$ cat config.mk
export PLATFORM = sky130hd
export DESIGN_NAME = tcmp_update_seq
export DESIGN_NICKNAME = d
export VERILOG_FILES = /design/src/rtl/tcmp_update_seq_pkg.sv /design/src/rtl/tcmp_update_seq.sv
export SDC_FILE = /design/constraint.sdc
export NUM_CORES = 1
export LEC_CHECK = 0
export ABC_AREA = 0
export CORE_MARGIN = 2
export CORE_UTILIZATION = 40
export DETAILED_ROUTE_END_ITERATION = 10
export PLACE_DENSITY_LB_ADDON = 0.12
export RECOVER_POWER = 50
export SYNTH_ARGS = -nofsm -noshare
export SYNTH_HDL_FRONTEND = slang
export SYNTH_SLANG_ARGS = --single-unit
$ cat constraint.sdc
create_clock -name clk -period 4.65 [get_ports clk]
set_input_delay 0.93 -clock clk [delete_from_list [all_inputs] [get_ports clk]]
set_output_delay 0.93 -clock clk [all_outputs]
set_load 0.01 [all_outputs]
$ cat src/rtl/tcmp_update_seq_pkg.sv
// Shared timer definitions: compare register addresses, sequencer state type
// and the intermediate "park" value written to the low word during an update.
package tcmp_update_seq_pkg;

  localparam logic [31:0] TCMP_ADDR_LO = 32'h0000_000C;
  localparam logic [31:0] TCMP_ADDR_HI = 32'h0000_0010;
  localparam logic [31:0] SEQ_MAX_WORD = 32'hFFFF_FFFF;

  typedef enum logic [1:0] {
    ST_IDLE  = 2'd0,
    ST_W_MAX = 2'd1,
    ST_W_HI  = 2'd2,
    ST_W_LO  = 2'd3
  } seq_state_e;

endpackage

$ cat src/rtl/tcmp_update_seq.sv
// Atomic 64-bit timer compare update over a 32-bit write port.
// The low word is first parked at all-ones so the compare can never match on
// a half-written value, then the high word and the real low word follow.
// Direct APB writes share the port and always take priority.
//
// state    | meaning
// ---------+---------------------------------------------------------
// ST_IDLE  | no update in flight, request port ready, APB pass-through
// ST_W_MAX | write SEQ_MAX_WORD to the low compare word
// ST_W_HI  | write staged[63:32] to the high compare word
// ST_W_LO  | write staged[31:0] to the low compare word
module tcmp_update_seq
  import tcmp_update_seq_pkg::*;
#(
  parameter logic [31:0] ADDR_LO = TCMP_ADDR_LO,
  parameter logic [31:0] ADDR_HI = TCMP_ADDR_HI
) (
  input  logic        clk,
  input  logic        rst_n,
  input  logic        req_valid,
  output logic        req_ready,
  input  logic [63:0] req_data,
  input  logic        apb_wr_en,
  input  logic [31:0] apb_addr,
  input  logic [31:0] apb_wdata,
  output logic        cmp_wr_en,
  output logic [31:0] cmp_addr,
  output logic [31:0] cmp_wdata,
  output logic        irq_mask,
  output logic        busy,
  output logic        done,
  output logic        err
);

  seq_state_e  state_q,  state_d;
  logic [63:0] staged_q, staged_d;
  logic        done_q,   done_d;
  logic        err_q,    err_d;

  logic        seq_active;
  logic        seq_issue;
  logic        apb_hits_cmp;
  logic [31:0] seq_addr;
  logic [31:0] seq_wdata;

  assign seq_active   = (state_q != ST_IDLE);
  assign seq_issue    = seq_active && !apb_wr_en;
  assign apb_hits_cmp = apb_wr_en && ((apb_addr == ADDR_LO) || (apb_addr == ADDR_HI));

  // Address/data the sequencer wants to write in its current step.
  always_comb begin
    seq_addr  = '0;
    seq_wdata = '0;
    case (state_q)
      ST_W_MAX: begin
        seq_addr  = ADDR_LO;
        seq_wdata = SEQ_MAX_WORD;
      end
      ST_W_HI: begin
        seq_addr  = ADDR_HI;
        seq_wdata = staged_q[63:32];
      end
      ST_W_LO: begin
        seq_addr  = ADDR_LO;
        seq_wdata = staged_q[31:0];
      end
      default: begin
        seq_addr  = '0;
        seq_wdata = '0;
      end
    endcase
  end

  // Write port arbitration: APB wins; seq_addr/seq_wdata are zero in idle.
  always_comb begin
    cmp_wr_en = apb_wr_en || seq_issue;
    cmp_addr  = apb_wr_en ? apb_addr  : seq_addr;
    cmp_wdata = apb_wr_en ? apb_wdata : seq_wdata;
  end

  // Next-state logic: accept, step, stall on unrelated APB, abort on compare APB.
  always_comb begin
    state_d  = state_q;
    staged_d = staged_q;
    done_d   = 1'b0;
    err_d    = 1'b0;
    if (!seq_active) begin
      if (req_valid) begin
        staged_d = req_data;
        state_d  = ST_W_MAX;
      end
    end else if (apb_hits_cmp) begin
      // Firmware touched the compare itself; its value stands.
      state_d  = ST_IDLE;
      staged_d = '0;
      err_d    = 1'b1;
    end else if (seq_issue) begin
      case (state_q)
        ST_W_MAX: state_d = ST_W_HI;
        ST_W_HI:  state_d = ST_W_LO;
        ST_W_LO: begin
          state_d = ST_IDLE;
          done_d  = 1'b1;
        end
        default:  state_d = ST_IDLE;
      endcase
    end
  end

  // Sequencer state, staging register and status pulses.
  always_ff @(posedge clk or negedge rst_n) begin
    if (!rst_n) begin
      state_q  <= ST_IDLE;
      staged_q <= '0;
      done_q   <= 1'b0;
      err_q    <= 1'b0;
    end else begin
      state_q  <= state_d;
      staged_q <= staged_d;
      done_q   <= done_d;
      err_q    <= err_d;
    end
  end

  assign req_ready = !seq_active;
  assign busy      = seq_active;
  assign irq_mask  = seq_active;
  assign done      = done_q;
  assign err       = err_q;

endmodule

==> run_results.csv, run 1 <==
group,metric,value,unit
synthesis,syn_inst,468,
pwr,ir_drop,0.000269,V
drt,via_count,4102,
synthesis,syn_nets,605,
final_layout,mostFrequentLayoutCell,"clkdlybuf4s50_1",
critical_path,cp_max_fo,18,
final_layout,most-common-layout-cells,"clkdlybuf4s50_1 (197), nand2_1 (135), dfrtp_1 (68)",
sta,setup_viol,0,
final_layout,fillers,923,
floorplanning,core-area,0.00982,sq mm
drt,drt_iter0_markers,142,
final_layout,syn2layout_area_growth,51.3,%
placed_design,place_congestion,0.790,
floorplanning,row_count,36,
sta,maxSlewHeadroom,-57.6,%
synthesis,avgSynthCellArea,8.66,sq um
sta,fin_crit_sh,84.7,%
sta,skew,0.00843,ns
clock_tree,cts_tree,"yes",
clock_tree,post_cts_buffers,0,
synthesis,synthDistinctLibCells,28,
synthesis,yosysWarningCount,0,
floorplanning,initial_core_util,41.3,%
drt,ant_nets,0,
final_layout,fin_nets,780,
sta,finalHoldViolCount,0,
clock_tree,clockRootBuffer,"clkbuf_8",
sta,fmax,254,MHz
drt,drt_first_pass_iters,4,
sta,period_needed,3.94,ns
drt,drc_errors,0,
critical_path,path_class,"reg -> out",
synthesis,seq_area_frac_synth,42.0,%
grt,grt_pass1_wl,21200,um
placed_design,numPortBuffers,201,
floorplanning,die_y,105,um
drt,wl,13200,um
critical_path,crit_path_end_kind,"output port",
placed_design,dp_hpwl,9320,um
grt,grt_max_degree,69,
drt,vias_per_cell,5.25,
job,maxCapViolCount,2,
final_layout,postLayoutCoreUtil,62.5,%
grt,grt_usage,24.2,%
sta,rsz0062_at_grt,"false",
sta,worst_pin_slew,2.36,ns
synthesis,synthTopCellsByArea,"dfrtp_1 (42%), nand2_1 (13%), o21ai_2 (11%)",
floorplanning,ios,202,
synthesis,yosys_register_bits,68,
hold_path,hold_path_depth,2,
floorplanning,dieArea,0.0110,sq mm
synthesis,yosys.area.top_type,"dfrtp_1",
critical_path,critPathRequiredTime,3.72,ns
outcome,violations,"capacitance limit, slew limit",
drt,wl_per_cell,16.9,um
clock_tree,clk_latency,0.35,ns
clock_tree,clk_pin_slew,0.08,ns
critical_path,start_kind,"flop",
clock_tree,clkSinkCount,68,
synthesis,yosysTopAreaCellShare,42.0,%
clock_tree,cts_buffers,9,
grt,antenna_found_initial,0,
critical_path,rr_worst_depth,6,
sta,setup_tns,0,ns
grt,grt_pass1_vias,4154,
clock_tree,htree_levels,3,
pwr,leakage,0.00265,uW
floorplanning,die_w,105,um
clock_tree,cts_resized,0,
sta,finalMaxSlewViolations,136,
final_layout,n_antenna_cell,0,
clock_tree,clockBufferDepth,2,
hold_path,hold_path_class,"reg -> reg",
critical_path,arrival,3.01,ns
synthesis,synthesis.area,0.00406,sq mm
outcome,status,"finished, violations left",
grt,overflow,0,
pwr,power_density,475,mW/mm^2
clock_tree,hold_buffers,0,
final_layout,layout-drive-gt1-share,8.02,%
## final timing paths
path,from,to,slack (ns)
setup reg to reg,state_q[1],staged_q[40],1.04
setup / recovery,state_q[1],cmp_wdata[29],0.71
min in group asynchronous,rst_n,staged_q[26],0.98
hold / removal,staged_q[48],staged_q[48],0.53
max in group asynchronous,rst_n,staged_q[60],2.62
hold reg to reg,staged_q[48],staged_q[48],0.53
## worst max-delay path: stages, from the launching register on
cell	delay (ns)
dfrtp_1	0.55
ha_1	0.68
buf_4	0.37
a22oi_1	0.12
a21oi_1	0.24
a21o_1	0.14
clkdlybuf4s50_1	0.55
## report_power, final
part           leakage [uW]  internal, uW  switching [uW]
logic               0.00170           656             724
registers          0.000850           863             172
clock network     0.0000983           261             239
total               0.00265          1780            1140
## registers in the layout, indices dropped and copies added (netlist names)
name / count
done: 1
staged_q: 64
state_q: 2
err: 1
## through the flow
stage | worst slack, ns | area (sq um) | cells | hold WS (ns) | power (uW)
5_1_grt | 0.582 | 6140 | 781 | 0.550 | 3130
3_5_place_dp | 1.01 | 6050 | 765 | 0.518 | 2500
2_1_floorplan | 2.09 | 4060 | 468 | 0.499 | 1870
3_3_place_gp | 1.11 | 6050 | 765 | 0.513 | 2450
4_1_cts | 0.716 | 6250 | 781 | 0.530 | 3000
6_report | 0.710 | 6140 | 781 | 0.531 | 2920
## logic make-up (layout without fill, tap and decap cells)
| logic type | Yosys count | after routing | synth area share [%] |
|---|---|---|---|
| flip-flops | 68 | 68 | 42.0 |
| adder cells (fa/ha/maj) | 5 | 5 | 1.54 |
| buffers and inverters | 45 | 225 | 6.48 |
| multiplexers | 1 | 1 | 0.278 |
| AO/OA/AOI/OAI | 166 | 166 | 29.2 |
| AND/OR/NAND/NOR | 183 | 183 | 20.5 |
## cells in the mapped netlist (all sizes together)
master  instances
nor4            9
nand2         136
nor2            3
a21o           32
and2           31
a21oi          33
a22oi          32
nand4           1
o21bai          1
clkbuf         33
ha              5
and3b           1
nand2b          1
o21ai          66
buf             9
mux2            1
dfrtp          68
o31ai           1
o41ai           1
inv             3
nor3b           1
## layout make-up
cell class              count  area [sq um]  share of cell area, %
inverters                   3          11.3                  0.183
multi-input cells         355          2000                   32.7
flip-flops and latches     68          1700                   27.7
clock buffers              10           138                   2.24
clock inverters             6          63.8                   1.04
repair buffers            206          2050                   33.4
well taps                 133           166                   2.71
## routing by layer
| metal | routed length [um] | global-route usage [%] | part of all wire (%) |
|---|---|---|---|
| met1 | 5370 | 29.1 | 41 |
| met2 | 6720 | 42.7 | 51 |
| met3 | 898 | 4.68 | 6.8 |
| met4 | 206 | 9.14 | 1.6 |
| met5 | 0 | 0 | 0 |
Power figures use the tool's default switching activity.
==> run 2, diff against run 1 <==
clock period = 4 ns   (was 4.65 ns; I/O delays follow)
==> run_results.csv, run 2 (synthesized netlist as in run 1, its figures left out) <==
group,metric,value,unit
sta,setup_tns,0,ns
final_layout,max_flop_register,"staged_q",
pwr,clkPwrFrac,18.1,%
clock_tree,htree_levels,3,
pwr,p_switching,1300,uW
floorplanning,die_y,105,um
job,maxCapViolCount,2,
sta,period_needed,3.50,ns
floorplanning,row_count,36,
placed_design,place_congestion,0.781,
sta,fin_crit_sh,87.6,%
final_layout,fillers,917,
drt,drt_first_pass_iters,6,
drt,ant_nets,0,
final_layout,postLayoutCoreUtil,62.9,%
pwr,power_density,555,mW/mm^2
placed_design,numPortBuffers,201,
critical_path,crit_path_end_kind,"flop",
drt,wl,12900,um
drt,wl_per_cell,16.4,um
sta,rsz0062_at_grt,"false",
pwr,combPwrFrac,47.0,%
final_layout,syn2layout_area_growth,52.2,%
placed_design,dp_hpwl,9150,um
final_layout,n_antenna_cell,0,
floorplanning,ios,202,
final_layout,most-common-layout-cells,"clkdlybuf4s50_1 (197), nand2_1 (135), dfrtp_1 (68)",
grt,grt_pass1_wl,20700,um
sta,finalMaxSlewViolations,99,
final_layout,mostFrequentLayoutCell,"clkdlybuf4s50_1",
clock_tree,clk_latency,0.35,ns
critical_path,rr_worst_depth,6,
pwr,internal-power,2120,uW
clock_tree,post_cts_buffers,0,
critical_path,arrival,3.77,ns
sta,fmax,285,MHz
clock_tree,clockRootBuffer,"clkbuf_8",
drt,drt_iter0_markers,217,
outcome,violations,"capacitance limit, slew limit",
grt,grt_pass1_vias,4107,
grt,antenna_found_initial,0,
drt,drc_errors,0,
clock_tree,clkSinkCount,68,
pwr,p_sw_share,38.0,%
final_layout,largest_reg_flops,64,
grt,grt_usage,23.4,%
final_layout,layout-drive-gt1-share,8.74,%
clock_tree,cts_resized,0,
hold_path,hold_path_depth,2,
final_layout,fin_nets,785,
floorplanning,core-area,0.00982,sq mm
pwr,ir_drop,0.000288,V
sta,maxSlewHeadroom,-12.6,%
drt,vias_per_cell,5.19,
grt,grt_max_degree,69,
clock_tree,clockBufferDepth,2,
critical_path,critPathRequiredTime,4.27,ns
floorplanning,dieArea,0.0110,sq mm
sta,skew,0.00833,ns
pwr,seq_power_share,34.9,%
drt,via_count,4073,
floorplanning,die_w,105,um
outcome,status,"finished, violations left",
critical_path,cp_max_fo,38,
sta,setup_viol,0,
clock_tree,cts_tree,"yes",
clock_tree,hold_buffers,0,
hold_path,hold_path_class,"reg -> reg",
pwr,leakage,0.00268,uW
grt,overflow,0,
clock_tree,clk_pin_slew,0.08,ns
final_layout,reg_top3,"staged_q x64, state_q x2",
critical_path,start_kind,"flop",
floorplanning,initial_core_util,41.3,%
clock_tree,cts_buffers,9,
sta,worst_pin_slew,1.69,ns
critical_path,path_class,"reg -> reg",
sta,finalHoldViolCount,0,
-- run 2: cell count changes in the layout (fill, tap and decap cells not counted), sizes merged --
cell	before	now
bufinv	1	2
buf	6	9
clkinvlp	2	1
clkbuf	11	12
-- run 2: worst paths after layout --
check / from / endpoint / slack, ns
max: state_q[1] / staged_q[31] / 0.50
min reg2reg: staged_q[23] / staged_q[23] / 0.53
min: staged_q[23] / staged_q[23] / 0.53
min in group asynchronous: rst_n / err / 0.89
max reg2reg: state_q[1] / staged_q[31] / 0.50
max in group asynchronous: rst_n / staged_q[10] / 2.11
-- run 2: power by group through the flow --
stage / clock [uW] / combinational [uW] / sequential [uW]
after global placement: 0 / 1660 / 1190
after global routing: 668 / 1780 / 1230
after floorplan: 0 / 1040 / 1140
final: 621 / 1610 / 1200
after detailed placement: 0 / 1700 / 1200
after CTS: 632 / 1710 / 1190
-- run 2: routing by layer --
metal / wire, um / GRT usage [%]
met4: 90 / 5.62
met5: 0 / 0
met2: 6480 / 40.9
met3: 678 / 4.49
met1: 5660 / 29.9
-- run 2: critical path: stages, from the launching register on --
cell      delay (ns)
dfrtp_1         0.57
inv_1           0.19
ha_1            0.33
and2_0          1.22
clkbuf_2        0.80
nand2_1         0.20
o21ai_2         0.09
-- run 2: final cells by class --
type                            count  area [sq um]  share of cell area (%)
Tap cell                          133           166                    2.70
Clock buffer                        9           124                    2.01
Inverter                            3          11.3                   0.182
Clock inverter                      6          90.1                    1.46
Timing Repair Buffer              211          2070                    33.6
Multi-Input combinational cell    355          2010                    32.5
Sequential cell                    68          1700                    27.6
-- run 2: metrics by stage --
step	instances	cell area [sq um]	total power [uW]	setup slack [ns]	hold slack, ns
after floorplan	468	4060	2170	1.70	0.499
after global placement	770	6090	2850	0.881	0.513
after detailed placement	770	6090	2900	0.829	0.518
after CTS	785	6300	3530	0.501	0.529
after global routing	785	6170	3680	0.241	0.545
final	785	6170	3430	0.497	0.528
